File: src/rtl/lcd_bus_receiver.sv
// lcd_bus_receiver
//
// Far-end receiver for an 8-bit HD44780-style parallel LCD bus. It stands in
// for the panel in simulation and loopback builds. Write strobes are detected
// on the synchronized falling edge of en, then decoded as commands or data
// bytes into a 32-character shadow display (2 x 16) with cursor,
// entry-mode (I/D) and display-on state.
//
// Optional feature: define LCD_RX_ERRCHK_EN to add the sticky err_overrun output.
// The flag is set by any strobe rejected for busy, short en high time,
// rw=1 or on=0.
//
// Ports:
//   clk, reset          system clock, synchronous active-high reset
//   en, rs, rw, on      LCD bus control pins (asynchronous to clk)
//   lcd_data[7:0]       LCD bus byte
//   rd_addr[4:0]        shadow-display read index (0-15 line 1, 16-31 line 2)
//   rd_char[7:0]        registered character at rd_addr
//   cmd_valid           one-cycle pulse: command byte accepted
//   data_valid          one-cycle pulse: data byte accepted
//   last_byte[7:0]      last accepted byte
//   cursor[4:0]         current write index
//   display_on          display-control D bit
//   busy                clear-fill in progress
//   err_overrun         sticky rejected-strobe flag (LCD_RX_ERRCHK_EN only)
module lcd_bus_receiver #(
  parameter int unsigned MIN_EN_HIGH = 4
) (
  input  logic       clk,
  input  logic       reset,
  input  logic       en,
  input  logic       rs,
  input  logic       rw,
  input  logic       on,
  input  logic [7:0] lcd_data,
  input  logic [4:0] rd_addr,
  output logic [7:0] rd_char,
  output logic       cmd_valid,
  output logic       data_valid,
  output logic [7:0] last_byte,
  output logic [4:0] cursor,
  output logic       display_on,
  output logic       busy
`ifdef LCD_RX_ERRCHK_EN
  ,
  output logic       err_overrun
`endif
);

  localparam int unsigned CntW = (MIN_EN_HIGH < 1) ? 1 : $clog2(MIN_EN_HIGH + 1);

  typedef enum logic [0:0] {StIdle, StClear} state_e;

  // Synchronizer stages hold {en, rs, rw, on, lcd_data}.
  logic [11:0]     sync1_q, sync1_d, sync2_q, sync2_d;
  // Capture register holds {rs, rw, on, data} from the last en-high cycle.
  logic [10:0]     cap_q, cap_d;
  logic [CntW-1:0] hi_cnt_q, hi_cnt_d;
  logic [1:0]      settle_q, settle_d;
  logic            armed_q, armed_d;
  logic            en_prev_q, en_prev_d;
  state_e          state_q, state_d;
  logic [4:0]      fill_idx_q, fill_idx_d;
  logic [4:0]      cursor_q, cursor_d;
  logic            id_q, id_d;
  logic            disp_q, disp_d;
  logic [7:0]      last_q, last_d;
  logic            cmd_valid_q, cmd_valid_d;
  logic            data_valid_q, data_valid_d;
  logic [7:0]      rd_char_q, rd_char_d;
  logic [7:0]      mem_q [32];
  logic            mem_we;
  logic [4:0]      mem_waddr;
  logic [7:0]      mem_wdata;
  logic            en_s, settle_done, strobe_fall, strobe_ok;
`ifdef LCD_RX_ERRCHK_EN
  logic            err_q, err_d;
`endif

  assign en_s        = sync2_q[11];
  assign settle_done = (settle_q == 2'd2);
  assign strobe_fall = en_prev_q & ~en_s;
  assign strobe_ok   = strobe_fall & (hi_cnt_q == CntW'(MIN_EN_HIGH)) & cap_q[8] & ~cap_q[9];

  always_comb begin
    sync1_d      = {en, rs, rw, on, lcd_data};
    sync2_d      = sync1_q;
    cap_d        = en_s ? sync2_q[10:0] : cap_q;
    settle_d     = settle_done ? settle_q : settle_q + 2'd1;
    // After reset the synchronizer output is not trusted until it has settled,
    // and a strobe then needs a genuine low-to-high edge on en.
    armed_d      = armed_q | (settle_done & ~en_s);
    en_prev_d    = en_s & armed_q;
    hi_cnt_d     = hi_cnt_q;
    if (!en_s) begin
      hi_cnt_d = '0;
    end else if (armed_q && hi_cnt_q != CntW'(MIN_EN_HIGH)) begin
      hi_cnt_d = hi_cnt_q + CntW'(1);
    end

    state_d      = state_q;
    fill_idx_d   = fill_idx_q;
    cursor_d     = cursor_q;
    id_d         = id_q;
    disp_d       = disp_q;
    last_d       = last_q;
    cmd_valid_d  = 1'b0;
    data_valid_d = 1'b0;
    mem_we       = 1'b0;
    mem_waddr    = cursor_q;
    mem_wdata    = cap_q[7:0];
    rd_char_d    = mem_q[rd_addr];

    unique case (state_q)
      StIdle: begin
        if (strobe_ok) begin
          last_d = cap_q[7:0];
          if (cap_q[10]) begin
            mem_we       = 1'b1;
            cursor_d     = id_q ? cursor_q + 5'd1 : cursor_q - 5'd1;
            data_valid_d = 1'b1;
          end else begin
            cmd_valid_d = 1'b1;
            if (cap_q[7]) begin
              // 0x00-0x0F -> 0-15, 0x40-0x4F -> 16-31; other addresses fold the same way.
              cursor_d = {cap_q[6], cap_q[3:0]};
            end else if (cap_q[6] || cap_q[5] || cap_q[4]) begin
              // CGRAM address, function set, shift: accepted, no state change.
            end else if (cap_q[3]) begin
              disp_d = cap_q[2];
            end else if (cap_q[2]) begin
              id_d = cap_q[1];
            end else if (cap_q[1]) begin
              cursor_d = 5'd0;
            end else if (cap_q[0]) begin
              cursor_d   = 5'd0;
              id_d       = 1'b1;
              fill_idx_d = 5'd0;
              state_d    = StClear;
            end
          end
        end
      end
      StClear: begin
        mem_we     = 1'b1;
        mem_waddr  = fill_idx_q;
        mem_wdata  = 8'h20;
        fill_idx_d = fill_idx_q + 5'd1;
        if (fill_idx_q == 5'd31) begin
          state_d = StIdle;
        end
      end
      default: state_d = StIdle;
    endcase

`ifdef LCD_RX_ERRCHK_EN
    err_d = err_q;
    if (strobe_fall && !(strobe_ok && state_q == StIdle)) begin
      err_d = 1'b1;
    end
`endif
  end

  always_ff @(posedge clk) begin
    if (reset) begin
      sync1_q      <= '0;
      sync2_q      <= '0;
      cap_q        <= '0;
      hi_cnt_q     <= '0;
      settle_q     <= '0;
      armed_q      <= 1'b0;
      en_prev_q    <= 1'b0;
      state_q      <= StIdle;
      fill_idx_q   <= '0;
      cursor_q     <= '0;
      id_q         <= 1'b1;
      disp_q       <= 1'b0;
      last_q       <= '0;
      cmd_valid_q  <= 1'b0;
      data_valid_q <= 1'b0;
      rd_char_q    <= '0;
`ifdef LCD_RX_ERRCHK_EN
      err_q        <= 1'b0;
`endif
    end else begin
      sync1_q      <= sync1_d;
      sync2_q      <= sync2_d;
      cap_q        <= cap_d;
      hi_cnt_q     <= hi_cnt_d;
      settle_q     <= settle_d;
      armed_q      <= armed_d;
      en_prev_q    <= en_prev_d;
      state_q      <= state_d;
      fill_idx_q   <= fill_idx_d;
      cursor_q     <= cursor_d;
      id_q         <= id_d;
      disp_q       <= disp_d;
      last_q       <= last_d;
      cmd_valid_q  <= cmd_valid_d;
      data_valid_q <= data_valid_d;
      rd_char_q    <= rd_char_d;
`ifdef LCD_RX_ERRCHK_EN
      err_q        <= err_d;
`endif
    end
  end

  // Shadow display storage is deliberately not reset.
  always_ff @(posedge clk) begin
    if (mem_we) begin
      mem_q[mem_waddr] <= mem_wdata;
    end
  end

  assign rd_char    = rd_char_q;
  assign cmd_valid  = cmd_valid_q;
  assign data_valid = data_valid_q;
  assign last_byte  = last_q;
  assign cursor     = cursor_q;
  assign display_on = disp_q;
  assign busy       = (state_q == StClear);
`ifdef LCD_RX_ERRCHK_EN
  assign err_overrun = err_q;
`endif

endmodule
File: config.mk
export PLATFORM = sky130hd
export DESIGN_NAME = lcd_bus_receiver
export DESIGN_NICKNAME = d
export VERILOG_FILES = /design/src/rtl/lcd_bus_receiver.sv
export SDC_FILE = /design/constraint.sdc
export NUM_CORES = 1
export LEC_CHECK = 0
export CAP_MARGIN = 0
export CORE_UTILIZATION = 45
export DETAILED_ROUTE_END_ITERATION = 6
export SLEW_MARGIN = 30
export SYNTH_ARGS = -nofsm -noshare
export SYNTH_HDL_FRONTEND = slang
export SYNTH_SLANG_ARGS = --single-unit
export TNS_END_PERCENT = 30
File: constraint.sdc
create_clock -name clk -period 2.3 [get_ports clk]
set_clock_uncertainty 0.15 [all_clocks]
set_input_delay 0.345 -clock clk [delete_from_list [all_inputs] [get_ports clk]]
set_output_delay 0.345 -clock clk [all_outputs]
set_load 0.02 [all_outputs]
==> flow_metrics.py, run 1 <==
metrics = {
    "grt": {
        "grt_max_degree": 37,
        "antenna_found_initial": 0,
        "global_route.overflow_total": 0,
        "first_global_vias": 6919,
        "grtUsageTotal_pct": 19.5,
        "first_pass_grt_wire_length_um": 41500,
    },
    "synth": {
        "syn-num-nets": 759,
        "synth.top_cell.area_share_pct": 59.9,
        "yosys_most_used_dff": "edfxtp_1",
        "netlist_top_cells_count": "edfxtp_1 (256), nor2_1 (80), dfxtp_1 (73), mux4_2 (63), mux2i_1 (47)",
        "async_flop_share_pct": 0,
        "syn-cell-area_sq_um": 12800,
        "yosysSeqAreaShare_pct": 71.3,
        "synth_enable_flop_cells": 256,
        "post_synth_inst_count": 731,
        "ys.warnings.count": 0,
        "cell_types_with_the_largest_area_share_after_synthesis": "edfxtp_1 (60%), dfxtp_1 (11%), mux4_2 (11%)",
        "synthDistinctLibCells": 54,
        "synth-seq-cells": 329,
        "largest_area_contributor_in_the_netlist": "edfxtp_1",
        "postSynthAreaPerCell_sq_um": 17.6,
        "synthMostInstantiatedCell": "edfxtp_1",
    },
    "sta": {
        "min_period_over_period_pct": 94.3,
        "finalMaxSlewViolations": 0,
        "postLayoutSetupSlackWorst_ns": 0.131,
        "finalHoldViolations": 0,
        "worst_slew_pin_slew_ns": 0.661,
        "setup-tns-final_ns": 0,
        "maxClockFrequency_mhz": 461,
        "fin_crit_ns": 2.17,
        "setup_viol": 0,
        "holdWs_ns": 0.0421,
        "slew-limit-headroom_pct": 55.9,
        "grt_setup_unrepaired": "true",
    },
    "cts": {
        "cts_tree": "yes",
        "cts-buffers-inserted": 35,
        "cts-root-to-sink-buffers": 3,
        "numClockSinks": 329,
        "clkLatencyLatePin_ns": 0.50,
        "cts.root.buffer_cell": "clkbuf_16",
        "htree_num_levels": 2,
        "post-cts-setup-buffers": 0,
        "clkSlewWorstSetupHoldPaths_ns": 0.06,
    },
    "finish": {
        "multi_input_area_sq_um": 3440,
        "finish.net_count": 871,
        "layout.area.seq_sq_um": 9150,
        "syn_to_final_growth_pct": 18.3,
        "share_of_layout_cells_above_drive_strength_1_pct": 24.5,
        "layout.core_utilization_pct": 54.4,
        "final.fill_count": 2221,
        "antenna_cells_inserted": 0,
    },
    "die": {
        "std_cell_rows": 61,
        "floorplan.initialDensity_pct": 46.0,
        "fp.coreArea_sq_um": 27900,
        "ios": 44,
        "die_area_sq_um": 29200,
        "dieWidth_um": 171,
        "die_boundary_height_um": 171,
    },
    "setup_path": {
        "critical-path-slowest-cell": "clkdlybuf4s50_1",
        "worstPathMaxFanout": 7,
        "criticalPathCategory": "flip-flop to primary output",
        "timing.critical_path.max_delay_family": "buffers and inverters",
        "worstPathBufferInverterCount": 1,
        "worstPathCellList": "clkdlybuf4s50_1",
        "startpoint_type": "flip-flop",
        "critPathRequiredTime_ns": 1.80,
        "rr_startpoint": "cap_q[9]",
        "critical_path.startpoint": "cursor[3]",
        "critPathMaxStageDelay_ns": 0.67,
        "critPathCaptureType": "primary output",
        "worst-endpoint-arrival_ns": 1.67,
    },
    "drt": {
        "remaining_drc_errors": 0,
        "vias": 6708,
        "initialDrtViolationCount": 551,
        "avgViaCountPerCell": 5.39,
        "drt_pre_antenna_iters": 5,
        "postRouteWirelength_um": 27100,
        "routed_length_per_placed_instance_um": 21.7,
        "antenna_violating_nets_post_route": 0,
    },
    "pwr": {
        "power.static_leakage_nw": 5.17,
        "fin_total_pwr_mw": 12.4,
        "combinational_cell_fraction_of_total_power_pct": 4.5,
        "cellPowerDensity_nw_per_um2": 815,
        "internal_power_mw": 9.92,
        "net-switching-power_mw": 2.46,
        "p_seq_share_pct": 51.9,
        "clock_power_share_pct": 43.5,
        "peakVddDrop_uv": 465,
        "p_sw_share_pct": 19.8,
    },
    "hold_path": {
        "hold_path.class": "input pin to flip-flop",
        "hold_path.startpoint": "reset",
    },
    "job": {
        "maxCapViolCount": 0,
    },
    "status": {
        "outcome": "completed",
    },
    "placed_design": {
        "portBuffers": 43,
        "finalWeightedCongestion": 0.851,
        "dp_hpwl_um": 17800,
        "dp_worst_setup_slack_ns": -0.116,
    },
}
[cells in the final DEF (no fill, tap or decap), types with 3 or more instances in the layout]
cell / n
dfxtp_1: 73
nand2_1: 20
buf_4: 66
nor2_1: 79
nor2b_1: 29
o21ai_0: 7
inv_1: 8
ha_1: 8
clkbuf_16: 36
nand4_1: 3
xnor2_1: 4
buf_2: 3
clkinv_1: 7
a21oi_1: 18
mux2i_1: 47
buf_12: 4
clkbuf_8: 5
nor2b_2: 6
mux4_2: 63
clkdlybuf4s50_1: 38
a221o_1: 8
a211oi_2: 5
a22oi_1: 4
clkinvlp_4: 3
clkbuf_1: 4
a221oi_2: 7
nor3_1: 6
edfxtp_1: 256
nand2b_1: 7
[power groups by stage]
stage / combinational (mW) / sequential [mW] / clock, mW
CTS: 0.572 / 6.43 / 5.52
finish: 0.562 / 6.43 / 5.39
detailed placement: 0.569 / 6.55 / 0
floorplan: 0.376 / 6.56 / 0
global placement: 0.560 / 6.55 / 0
global route: 0.614 / 6.43 / 5.72
[area by class of cell]
class / instances / area share (%)
flip-flops and latches: 329 / 60.2
repair buffers: 112 / 6.45
well taps: 378 / 3.11
inverters: 9 / 0.222
clock buffers: 46 / 6.53
multi-input cells: 356 / 22.6
clock inverters: 15 / 0.840
[sequential cells by signal, summed over array words and instances (netlist names)]
signal,count
armed_q,1
busy,1
cap_q,11
cmd_valid,1
cursor,5
data_valid,1
display_on,1
en_prev_q,1
fill_idx_q,5
hi_cnt_q,3
id_q,1
last_byte,8
mem_q,256
rd_char,8
settle_q,2
sync1_q,12
sync2_q,12
[worst register-to-register path: cells and delay by family (launching register included)]
| kind | cells | cell delay [ns] |
|---|---|---|
| and+or+nand+nor | 4 | 0.95 |
| DFF | 1 | 0.31 |
| AOI/OAI and AO/OA | 1 | 0.23 |
| buffers and inverters | 1 | 0.21 |
[per-layer routing]
metal / global-route usage, % / vias up / wire (um)
met4: 6.06 / 0 / 663
li1: - / 3063 / -
met5: 0 / - / 0
met1: 25.5 / 3421 / 11600
met2: 33.6 / 183 / 13600
met3: 2.96 / 41 / 1200
[repair_timing]
action                     4_1_cts  5_1_grt
setup endpoints to repair        1       22
gates resized for setup          1        0
hold buffers                     0        0
[cells by family (layout without fill, tap and decap cells)]
| logic type | Yosys count | in the layout | share of synthesized area, % |
|---|---|---|---|
| buffers and inverters | 46 | 182 | 2.11 |
| adders and majority gates | 9 | 9 | 0.936 |
| xor gates and xnor gates | 5 | 5 | 0.341 |
| AOI/OAI and AO/OA | 60 | 60 | 3.82 |
| DFF | 329 | 329 | 71.3 |
| and+or+nand+nor | 169 | 169 | 6.43 |
| muxes | 113 | 113 | 15.1 |
[final timing paths]
path                       end  slack, ns  cells after the start
hold / removal        cap_q[7]       0.04                      2
setup / recovery     cursor[3]       0.13                      1
setup reg to reg  mem_q[21][2]       0.15                      6
hold reg to reg     sync2_q[4]       0.28                      1
[metrics by stage]
stage | std cells | cell area [sq um]
2_1_floorplan | 731 | 12800
3_3_place_gp | 1184 | 14100
3_5_place_dp | 1184 | 14100
4_1_cts | 1245 | 15200
5_1_grt | 1245 | 15200
6_report | 1245 | 15200
No activity file was read; power rests on OpenSTA's default activity.
==> run 2, diff against run 1 <==
Settings changed: MAX_ROUTING_LAYER set to met4.
==> run 2 against run 1 <==
Net effect:
- sequential power hardly changed
- non-clock buffer count is the same
- clock power is essentially flat
- critical path depth unchanged
- critical path type unchanged
- largest cell class unchanged
- largest power group unchanged
- highest routed layer unchanged
==> flow_metrics.py, run 2 (synthesis gave the netlist of run 1 again) <==
metrics = {
    "sta": {
        "finalHoldViolations": 0,
        "grt_setup_unrepaired": "true",
        "fin_crit_ns": 2.17,
        "finalMaxSlewViolations": 0,
        "maxClockFrequency_mhz": 460,
        "min_period_over_period_pct": 94.5,
        "holdWs_ns": 0.0413,
        "slew-limit-headroom_pct": 54.9,
        "worst_slew_pin_slew_ns": 0.677,
        "setup_viol": 0,
    },
    "setup_path": {
        "critical-path-slowest-cell": "clkdlybuf4s50_1",
        "worst-endpoint-arrival_ns": 1.68,
        "worstPathCellList": "clkdlybuf4s50_1",
        "timing.critical_path.max_delay_family": "buffers and inverters",
        "worstPathBufferInverterCount": 1,
        "worstPathMaxFanout": 7,
        "critPathRequiredTime_ns": 1.80,
        "criticalPathCategory": "flip-flop to primary output",
        "critPathCaptureType": "primary output",
        "critPathMaxStageDelay_ns": 0.67,
        "startpoint_type": "flip-flop",
    },
    "cts": {
        "htree_num_levels": 2,
        "cts-root-to-sink-buffers": 3,
        "cts-buffers-inserted": 35,
        "post-cts-setup-buffers": 0,
        "clkLatencyLatePin_ns": 0.52,
        "cts.root.buffer_cell": "clkbuf_16",
        "numClockSinks": 329,
        "clkSlewWorstSetupHoldPaths_ns": 0.06,
        "cts_tree": "yes",
    },
    "finish": {
        "final.fill_count": 2221,
        "syn_to_final_growth_pct": 18.3,
        "finish.net_count": 871,
        "share_of_layout_cells_above_drive_strength_1_pct": 24.5,
        "antenna_cells_inserted": 0,
        "max_flop_register": "mem_q",
        "most-common-layout-cells": "edfxtp_1 (256), nor2_1 (79), dfxtp_1 (73)",
        "top_regs": "mem_q: 256 flops, sync1_q: 12 flops, sync2_q: 12 flops",
        "final_common_cell": "edfxtp_1",
        "layout.cells.non_filler": 1245,
        "largest_register_ffs": 256,
        "layout.cell_area.non_filler_sq_um": 15200,
    },
    "placed_design": {
        "finalWeightedCongestion": 0.865,
        "dp_hpwl_um": 17800,
        "portBuffers": 43,
        "placed_cell_area_sq_um": 14100,
        "post-place-cells": 1184,
    },
    "grt": {
        "first_pass_grt_wire_length_um": 41500,
        "global_route.overflow_total": 0,
        "first_global_vias": 6894,
        "antenna_found_initial": 0,
        "grt_max_degree": 37,
        "grtUsageTotal_pct": 20.2,
    },
    "die": {
        "fp.coreArea_sq_um": 27900,
        "std_cell_rows": 61,
        "floorplan.initialDensity_pct": 46.0,
        "die_area_sq_um": 29200,
        "die_boundary_height_um": 171,
        "dieWidth_um": 171,
        "ios": 44,
    },
    "drt": {
        "antenna_violating_nets_post_route": 0,
        "routed_length_per_placed_instance_um": 21.8,
        "initialDrtViolationCount": 560,
        "avgViaCountPerCell": 5.40,
        "drt_pre_antenna_iters": 5,
        "remaining_drc_errors": 0,
        "postRouteWirelength_um": 27200,
        "vias": 6729,
    },
    "status": {
        "outcome": "completed",
    },
    "job": {
        "maxCapViolCount": 0,
    },
    "pwr": {
        "power.static_leakage_nw": 5.17,
        "cellPowerDensity_nw_per_um2": 815,
        "peakVddDrop_uv": 465,
    },
    "hold_path": {
        "hold_path.class": "input pin to flip-flop",
    },
}
## run 2: cell counts in the layout (fill, tap and decap cells not counted)
Identical to the previous run, type by type.
## run 2: stage by stage
step                      utilization, %  power (mW)  setup TNS (ns)  worst slack (ns)
after floorplan                        -        6.93               0             0.109
after global placement              50.4        7.11          -0.257            -0.106
after detailed placement            50.4        7.12          -0.207            -0.116
after CTS                           54.4        12.5               0             0.110
after global routing                54.4        12.8          -0.154          -0.00993
final                               54.4        12.4               0             0.126
## run 2: path summary, 6_finish.rpt
kind / start / end / slack (ns) / cells after the start
worst max-delay path: cursor[3] / cursor[3] / 0.13 / 1
worst min-delay path: reset / cap_q[7] / 0.04 / 2
worst max register to register: cap_q[9] / mem_q[21][2] / 0.15 / 6
worst min register to register: sync1_q[4] / sync2_q[4] / 0.28 / 1
## run 2: where the power goes
group	switching [mW]	internal, mW	leakage (nW)
registers	0.0322	6.39	2.94
clock network	2.15	3.25	0.541
logic	0.288	0.274	1.69
total	2.47	9.92	5.17
## run 2: what timing repair did
| item | 4_1_cts | 5_1_grt |
|---|---|---|
| hold buffers | 0 | 0 |
| endpoints found under the hold margin | 0 | 0 |
| gates resized for setup | 1 | 0 |
| endpoints found under the setup margin | 1 | 22 |
## run 2: final cells by class
| type | instances | area (sq um) | share of cell area, % |
|---|---|---|---|
| clock inverters | 15 | 128 | 0.840 |
| flip-flops and latches | 329 | 9150 | 60.2 |
| well taps | 378 | 473 | 3.11 |
| clock buffers | 46 | 992 | 6.53 |
| repair buffers | 112 | 980 | 6.45 |
| inverters | 9 | 33.8 | 0.222 |
| multi-input cells | 356 | 3440 | 22.6 |
## run 2: metal layers
| metal | global-route usage [%] | vias to the layer above | part of all wire [%] |
|---|---|---|---|
| met3 | 2.85 | 48 | 4.0 |
| met1 | 26.0 | 3427 | 43 |
| li1 | - | 3066 | - |
| met4 | 6.06 | 0 | 2.5 |
| met2 | 33.4 | 188 | 50 |
| met5 | - | - | 0 |
